### src/rtl/cfg_mode_pkg.sv
// rtl/cfg_mode_pkg.sv - shared types and helpers for the runtime mode/feature switch
package cfg_mode_pkg;

  typedef enum logic [1:0] {
    MODE_OFF     = 2'd0,
    MODE_HYBRID  = 2'd1,
    MODE_PURECAP = 2'd2,
    MODE_RSVD    = 2'd3
  } cheri_mode_e;

  typedef enum logic [1:0] {
    RSP_OK          = 2'd0,
    RSP_MASKED      = 2'd1,
    RSP_UNSUPPORTED = 2'd2,
    RSP_TIMEOUT     = 2'd3
  } rsp_code_e;

  typedef enum logic [2:0] {
    S_IDLE  = 3'd0,
    S_FLUSH = 3'd1,
    S_DRAIN = 3'd2,
    S_APPLY = 3'd3,
    S_RESP  = 3'd4
  } state_e;

  function automatic cheri_mode_e reset_mode(input logic purecap, input logic hybrid);
    if (purecap)     return MODE_PURECAP;
    else if (hybrid) return MODE_HYBRID;
    else             return MODE_OFF;
  endfunction

  // A purecap-only core cannot drop capabilities entirely, so OFF is refused there.
  function automatic logic mode_supported(input cheri_mode_e mode, input logic purecap,
                                          input logic hybrid);
    case (mode)
      MODE_OFF:     return !(purecap && !hybrid);
      MODE_HYBRID:  return hybrid;
      MODE_PURECAP: return purecap;
      default:      return 1'b0;
    endcase
  endfunction

endpackage

### src/rtl/config_pkg.sv
// rtl/config_pkg.sv - static core build configuration consumed by the mode switch controller
package config_pkg;

  typedef struct packed {
    logic RVZcheripurecap;
    logic RVZcherihybrid;
  } cva6_cfg_t;

  localparam cva6_cfg_t cva6_cfg_empty = '{RVZcheripurecap: 1'b0, RVZcherihybrid: 1'b0};

endpackage

### src/rtl/cfg_drain_timer.sv
// rtl/cfg_drain_timer.sv - bounded wait counter for the pipeline drain phase
module cfg_drain_timer #(
  parameter int unsigned DrainTimeout = 64
) (
  input  logic clk_i,
  input  logic rst_ni,
  input  logic i_start,
  input  logic i_hit,
  output logic o_expired
);

  localparam int unsigned CntW = ($clog2(DrainTimeout + 1) > 8) ? $clog2(DrainTimeout + 1) : 8;
  localparam logic [CntW-1:0] LastCnt = CntW'(DrainTimeout - 1);

  logic [CntW-1:0] r_cnt;

  // Expired marks the DrainTimeout-th wait cycle; the caller lets a drain on that cycle win.
  assign o_expired = (r_cnt == LastCnt);

  always_ff @(posedge clk_i) begin
    if (!rst_ni) begin
      r_cnt <= '0;
    end else if (i_start) begin
      r_cnt <= '0;
    end else if (i_hit && !o_expired) begin
      r_cnt <= r_cnt + 1'b1;
    end
  end

endmodule

### src/rtl/cfg_mode_switch_ctrl.sv
// rtl/cfg_mode_switch_ctrl.sv - flush/drain/apply sequencer for runtime CHERI mode and feature changes
module cfg_mode_switch_ctrl
  import cfg_mode_pkg::*;
#(
  parameter config_pkg::cva6_cfg_t  CVA6Cfg      = config_pkg::cva6_cfg_empty,
  parameter int unsigned            NrFeatures   = 8,
  parameter logic [NrFeatures-1:0]  FeatCapMask  = '1,
  parameter logic [NrFeatures-1:0]  FeatRstMask  = '1,
  parameter int unsigned            DrainTimeout = 64
) (
  input  logic                  clk_i,
  input  logic                  rst_ni,
  input  logic                  req_valid_i,
  output logic                  req_ready_o,
  input  logic [NrFeatures-1:0] req_feat_i,
  input  logic [1:0]            req_mode_i,
  output logic                  flush_o,
  input  logic                  drained_i,
  output logic                  rsp_valid_o,
  input  logic                  rsp_ready_i,
  output logic [1:0]            rsp_code_o,
  output logic [NrFeatures-1:0] feat_active_o,
  output logic [1:0]            mode_o,
  output logic                  busy_o
);

  localparam logic [NrFeatures-1:0] FeatRst = FeatRstMask & FeatCapMask;
  localparam cheri_mode_e ModeRst = reset_mode(CVA6Cfg.RVZcheripurecap, CVA6Cfg.RVZcherihybrid);

  state_e                r_state;
  state_e                w_state_nxt;
  rsp_code_e             r_rsp_code;
  rsp_code_e             w_rsp_code_nxt;
  logic                  r_flush;
  logic                  r_rsp_valid;
  logic [NrFeatures-1:0] r_feat;
  logic [NrFeatures-1:0] r_req_feat;
  cheri_mode_e           r_mode;
  cheri_mode_e           r_req_mode;
  logic                  r_masked;
  logic                  w_accept;
  logic                  w_legal;
  logic                  w_expired;

  assign req_ready_o   = (r_state == S_IDLE);
  assign busy_o        = (r_state != S_IDLE);
  assign w_accept      = req_valid_i && req_ready_o;
  assign w_legal       = mode_supported(cheri_mode_e'(req_mode_i),
                                        CVA6Cfg.RVZcheripurecap, CVA6Cfg.RVZcherihybrid);
  assign flush_o       = r_flush;
  assign rsp_valid_o   = r_rsp_valid;
  assign rsp_code_o    = r_rsp_code;
  assign feat_active_o = r_feat;
  assign mode_o        = r_mode;

  cfg_drain_timer #(
    .DrainTimeout(DrainTimeout)
  ) u_drain_timer (
    .clk_i    (clk_i),
    .rst_ni   (rst_ni),
    .i_start  (r_state == S_FLUSH),
    .i_hit    (r_state == S_DRAIN),
    .o_expired(w_expired)
  );

  always_comb begin
    w_state_nxt    = r_state;
    w_rsp_code_nxt = r_rsp_code;
    case (r_state)
      S_IDLE: begin
        if (w_accept) begin
          if (w_legal) begin
            w_state_nxt = S_FLUSH;
          end else begin
            w_state_nxt    = S_RESP;
            w_rsp_code_nxt = RSP_UNSUPPORTED;
          end
        end
      end
      S_FLUSH: w_state_nxt = S_DRAIN;
      S_DRAIN: begin
        if (drained_i) begin
          w_state_nxt = S_APPLY;
        end else if (w_expired) begin
          w_state_nxt    = S_RESP;
          w_rsp_code_nxt = RSP_TIMEOUT;
        end
      end
      S_APPLY: begin
        w_state_nxt    = S_RESP;
        w_rsp_code_nxt = r_masked ? RSP_MASKED : RSP_OK;
      end
      S_RESP: begin
        if (rsp_ready_i) w_state_nxt = S_IDLE;
      end
      default: w_state_nxt = S_IDLE;
    endcase
  end

  // Pulse and response outputs are registered from the next state so they align with it.
  always_ff @(posedge clk_i) begin
    if (!rst_ni) begin
      r_state     <= S_IDLE;
      r_flush     <= 1'b0;
      r_rsp_valid <= 1'b0;
      r_rsp_code  <= RSP_OK;
      r_feat      <= FeatRst;
      r_mode      <= ModeRst;
      r_req_feat  <= '0;
      r_req_mode  <= MODE_OFF;
      r_masked    <= 1'b0;
    end else begin
      r_state     <= w_state_nxt;
      r_flush     <= (w_state_nxt == S_FLUSH);
      r_rsp_valid <= (w_state_nxt == S_RESP);
      r_rsp_code  <= w_rsp_code_nxt;
      if (w_accept) begin
        r_req_feat <= req_feat_i & FeatCapMask;
        r_req_mode <= cheri_mode_e'(req_mode_i);
        r_masked   <= |(req_feat_i & ~FeatCapMask);
      end
      if (r_state == S_APPLY) begin
        r_feat <= r_req_feat;
        r_mode <= r_req_mode;
      end
    end
  end

endmodule

### config.mk
export PLATFORM = sky130hd
export DESIGN_NAME = cfg_mode_switch_ctrl
export DESIGN_NICKNAME = d
export VERILOG_FILES = /design/src/rtl/cfg_mode_pkg.sv /design/src/rtl/config_pkg.sv /design/src/rtl/cfg_drain_timer.sv /design/src/rtl/cfg_mode_switch_ctrl.sv
export SDC_FILE = /design/constraint.sdc
export NUM_CORES = 1
export LEC_CHECK = 0
export ABC_AREA = 1
export CAP_MARGIN = 20
export CORE_ASPECT_RATIO = 0.7
export CORE_UTILIZATION = 30
export CTS_CLUSTER_DIAMETER = 200
export DETAILED_ROUTE_END_ITERATION = 10
export SETUP_SLACK_MARGIN = 0.2
export SLEW_MARGIN = 20
export SYNTH_ARGS = -nofsm -noshare
export SYNTH_HDL_FRONTEND = slang
export SYNTH_SLANG_ARGS = --single-unit
### constraint.sdc
create_clock -name clk_i -period 1.8 [get_ports clk_i]
set_clock_uncertainty 0.05 [all_clocks]
set_input_delay 0.18 -clock clk_i [delete_from_list [all_inputs] [get_ports clk_i]]
set_output_delay 0.18 -clock clk_i [all_outputs]
set_load 0.01 [all_outputs]
==> results.md <==
- Outcome: complete, no violations
- Final ANT Viol Nets: 0
- Fin nets: 246
- Final Setup Violations: 0
- Syn-to-layout area delta: 33.1%
- Switching pwr: 0.000419 W
- Drt pass-1 iters: 6
- Internal Power: 0.00118 W
- Post-DP HPWL: 2230 um
- RSZ-0062 raised after global routing: false
- Final hold vios: 0
- Hold crit path type: reg2reg
- Asr flop ratio synth: 0
- Main synth FF type: dfxtp_1
- Adder-cell share of the synthesized area: 0.00850
- Yosys top cell area share: 0.476
- Worst-case reg-to-reg path depth: 8
- P_leak: 0.837 nW
- Hold Path Depth: 2
- Die H: 60.6 um
- CTS H-tree depth: 2
- #FFs+latches synth: 35
- I/O Buffers: 30
- Post-synth top cells: nand2_1 (48), dfxtp_1 (35), a21oi_1 (25)
- Ys Warns: 0
- Largest net degree at the start of global routing: 19
- FP Rows: 20
- Flop pwr share: 0.520
- Hold_sp: r_req_feat[0]
- Pwr/cell area: 814 nW/um^2
- Synth top area cells: dfxtp_1 (48%), nand2_1 (12%), a21oi_1 (8.5%)
- Syn avg cell area: 7.71 um^2
- Worst-Skew Late Latency: 0.28 ns
- Initial antenna violation count: 0
- Fraction of synthesized area in multiplexers: 0
- Cts hold-fix bufs: 0
- Slew Limit Fails: 0
- Wire per inst: 10.5 um
- Crit path capture type: register
- Total CTS buffers: 5
- Via count: 1,295
- Setup TNS: 0 ns
- Clk slew on worst S/H paths: 0.07 ns
- DRC Markers: 0
- Most frequent cell after synthesis: nand2_1
- Period utilisation layout: 0.851
- Layout Utilization: 0.433
- TritonCTS clock tree: done
- CP max FO: 10
- Reg2Reg Launch Point: u_drain_timer.r_cnt[0]
- Unique cell type count in the Yosys netlist: 27
- Core area: 4530 um^2
- Worst EP arrival: 1.70 ns
- Max-cap viol count: 0
- Filler Cell Count: 476
- Combinational Power Share: 0.135
- Seq/Total Area, Yosys: 0.476
- Vias per inst: 4.36
- Vias in the first global route: 1,101
- Die area: 5200 um^2
- Simple-gate share of the synthesized area: 0.247
- Post-Synth XOR/XNOR Area: 0.0178
- Grt ovf: 0
- GP Congestion: 0.781
- Number of flops mapped to enable cells by yosys: 0
- Clock power share: 0.344
- Root Driver: clkbuf_8
- Critical Path Source Type: register
- Rel. slew slack: 0.790
- Multi-input gate area: 636 um^2
- Clock tree sinks: 35
- Synth Instances: 191
- Clock buffer depth: 2
- Die Wd: 85.7 um
- Inst Count DP: 285
- Ports: 31
- Ant diodes: 0
- CP Class: reg2reg
- Synth Area in Compound Gates: 0.158
- Min Tclk post-route: 1.53 ns
- DRT iter0 DRCs: 48
- Global-route wire length before repair: 5000 um
- Data required, critical path: 1.97 ns
- Reg area: 706 um^2
- Final cell count without fillers: 297
- Switch share: 0.263
- Mapped Area: 1470 um^2
- Largest family of logic cells by synthesized area: simple AND/OR/NAND/NOR gates
- All-Layer GR Usage: 0.127
- Layout cell share with drive strength beyond 1: 0.147
- Maximum vdd drop: 0.441 mV
- Post-synth net total: 207
- Max Clk Rate: 653 MHz
- Actual slew at the worst max-slew pin: 0.314 ns
- Routed wire length: 3130 um
- Starting Density: 0.325
- Worst Setup SP: u_drain_timer.r_cnt[0]
- Yosys top cell by area: dfxtp_1
-- power by group through the flow --
| stage | Combinational [W] | Clock [W] | Sequential [W] |
|---|---|---|---|
| 2_1_floorplan | 0.000126 | 0 | 0.000849 |
| 3_3_place_gp | 0.000210 | 0 | 0.000847 |
| 3_5_place_dp | 0.000212 | 0 | 0.000848 |
| 4_1_cts | 0.000210 | 0.000566 | 0.000830 |
| 5_1_grt | 0.000239 | 0.000599 | 0.000834 |
| 6_report | 0.000216 | 0.000549 | 0.000829 |
-- stage by stage --
step	worst slack (ns)	instance area (um^2)	power [W]	hold slack (ns)
floorplan	0.505	1470	0.000975	0.273
global placement	0.366	1840	0.00106	0.389
detailed placement	0.322	1840	0.00106	0.392
CTS	0.126	1920	0.00161	0.391
global route	0.200	1960	0.00167	0.409
finish	0.269	1960	0.00159	0.401
-- cell usage in the layout (no fill, tap or decap), types with 2 or more instances in the layout --
cell / Yosys / final
xor2_1: 3 / 3
inv_1: 22 / 22
nor2_1: 7 / 7
clkbuf_8: 0 / 5
nand2_2: 4 / 4
nand2_4: 2 / 2
nand3_1: 8 / 8
o211ai_1: 5 / 5
clkdlybuf4s50_1: 0 / 28
dfxtp_1: 35 / 33
nand2_1: 48 / 48
nor2_2: 2 / 2
clkinv_2: 0 / 3
o21ai_0: 9 / 9
nor2_4: 2 / 2
inv_2: 3 / 3
o21ai_1: 2 / 2
buf_4: 0 / 7
a21oi_1: 25 / 25
or2_2: 2 / 2
-- what timing repair did --
item / CTS / global route
setup buffers: 0 / 4
setup endpoints to repair: 2 / 8
gates resized for setup: 2 / 3
pin swaps: 0 / 1
hold endpoints to repair: 0 / 0
-- kinds of logic after synthesis --
kind of cell / after synthesis
flip-flops: 35
adder cells (fa/ha/maj): 1
buffers and inverters: 31
AND/OR/NAND/NOR: 78
XOR/XNOR: 3
AO/OA/AOI/OAI: 43
-- worst max-delay path, stage by stage, from the launching register on --
cell     delay, ns
dfxtp_1       0.34
ha_1          0.24
inv_1         0.07
nor2_2        0.05
nand2_2       0.09
nand2_4       0.10
buf_4         0.15
or2_2         0.27
a21oi_1       0.11
-- sequential cells by signal, summed over array words and instances, names as in the netlist --
signal and count:
feat_active_o 8, r_req_feat 8, u_drain_timer.r_cnt 8, r_state 3, mode_o 2, r_req_mode 2, rsp_code_o 2, flush_o 1
rsp_valid_o 1
-- cell type report --
class                      instances  area share
tap                               66      0.0421
clock inverter                     3     0.00766
sequential                        35       0.360
timing repair buffer              37       0.181
inverter                          26      0.0498
multi-input combinational        125       0.324
clock buffer                       5      0.0351
-- per-layer routing --
layer	share of wire	wire [um]	vias to the layer above	GRT usage
met3	0.054	169	4	0.0449
met4	0.0070	22	0	0.0500
li1	-	-	686	-
met1	0.54	1680	575	0.178
met5	0	0	-	0
met2	0.40	1250	30	0.179
-- path summary, 6_finish.rpt --
| check | to | slack [ns] |
|---|---|---|
| max | u_drain_timer.r_cnt[0] | 0.27 |
| min | r_req_feat[0] | 0.40 |
| max reg2reg | u_drain_timer.r_cnt[0] | 0.27 |
| min reg2reg | r_req_feat[0] | 0.40 |
Power figures use the tool's default switching activity.
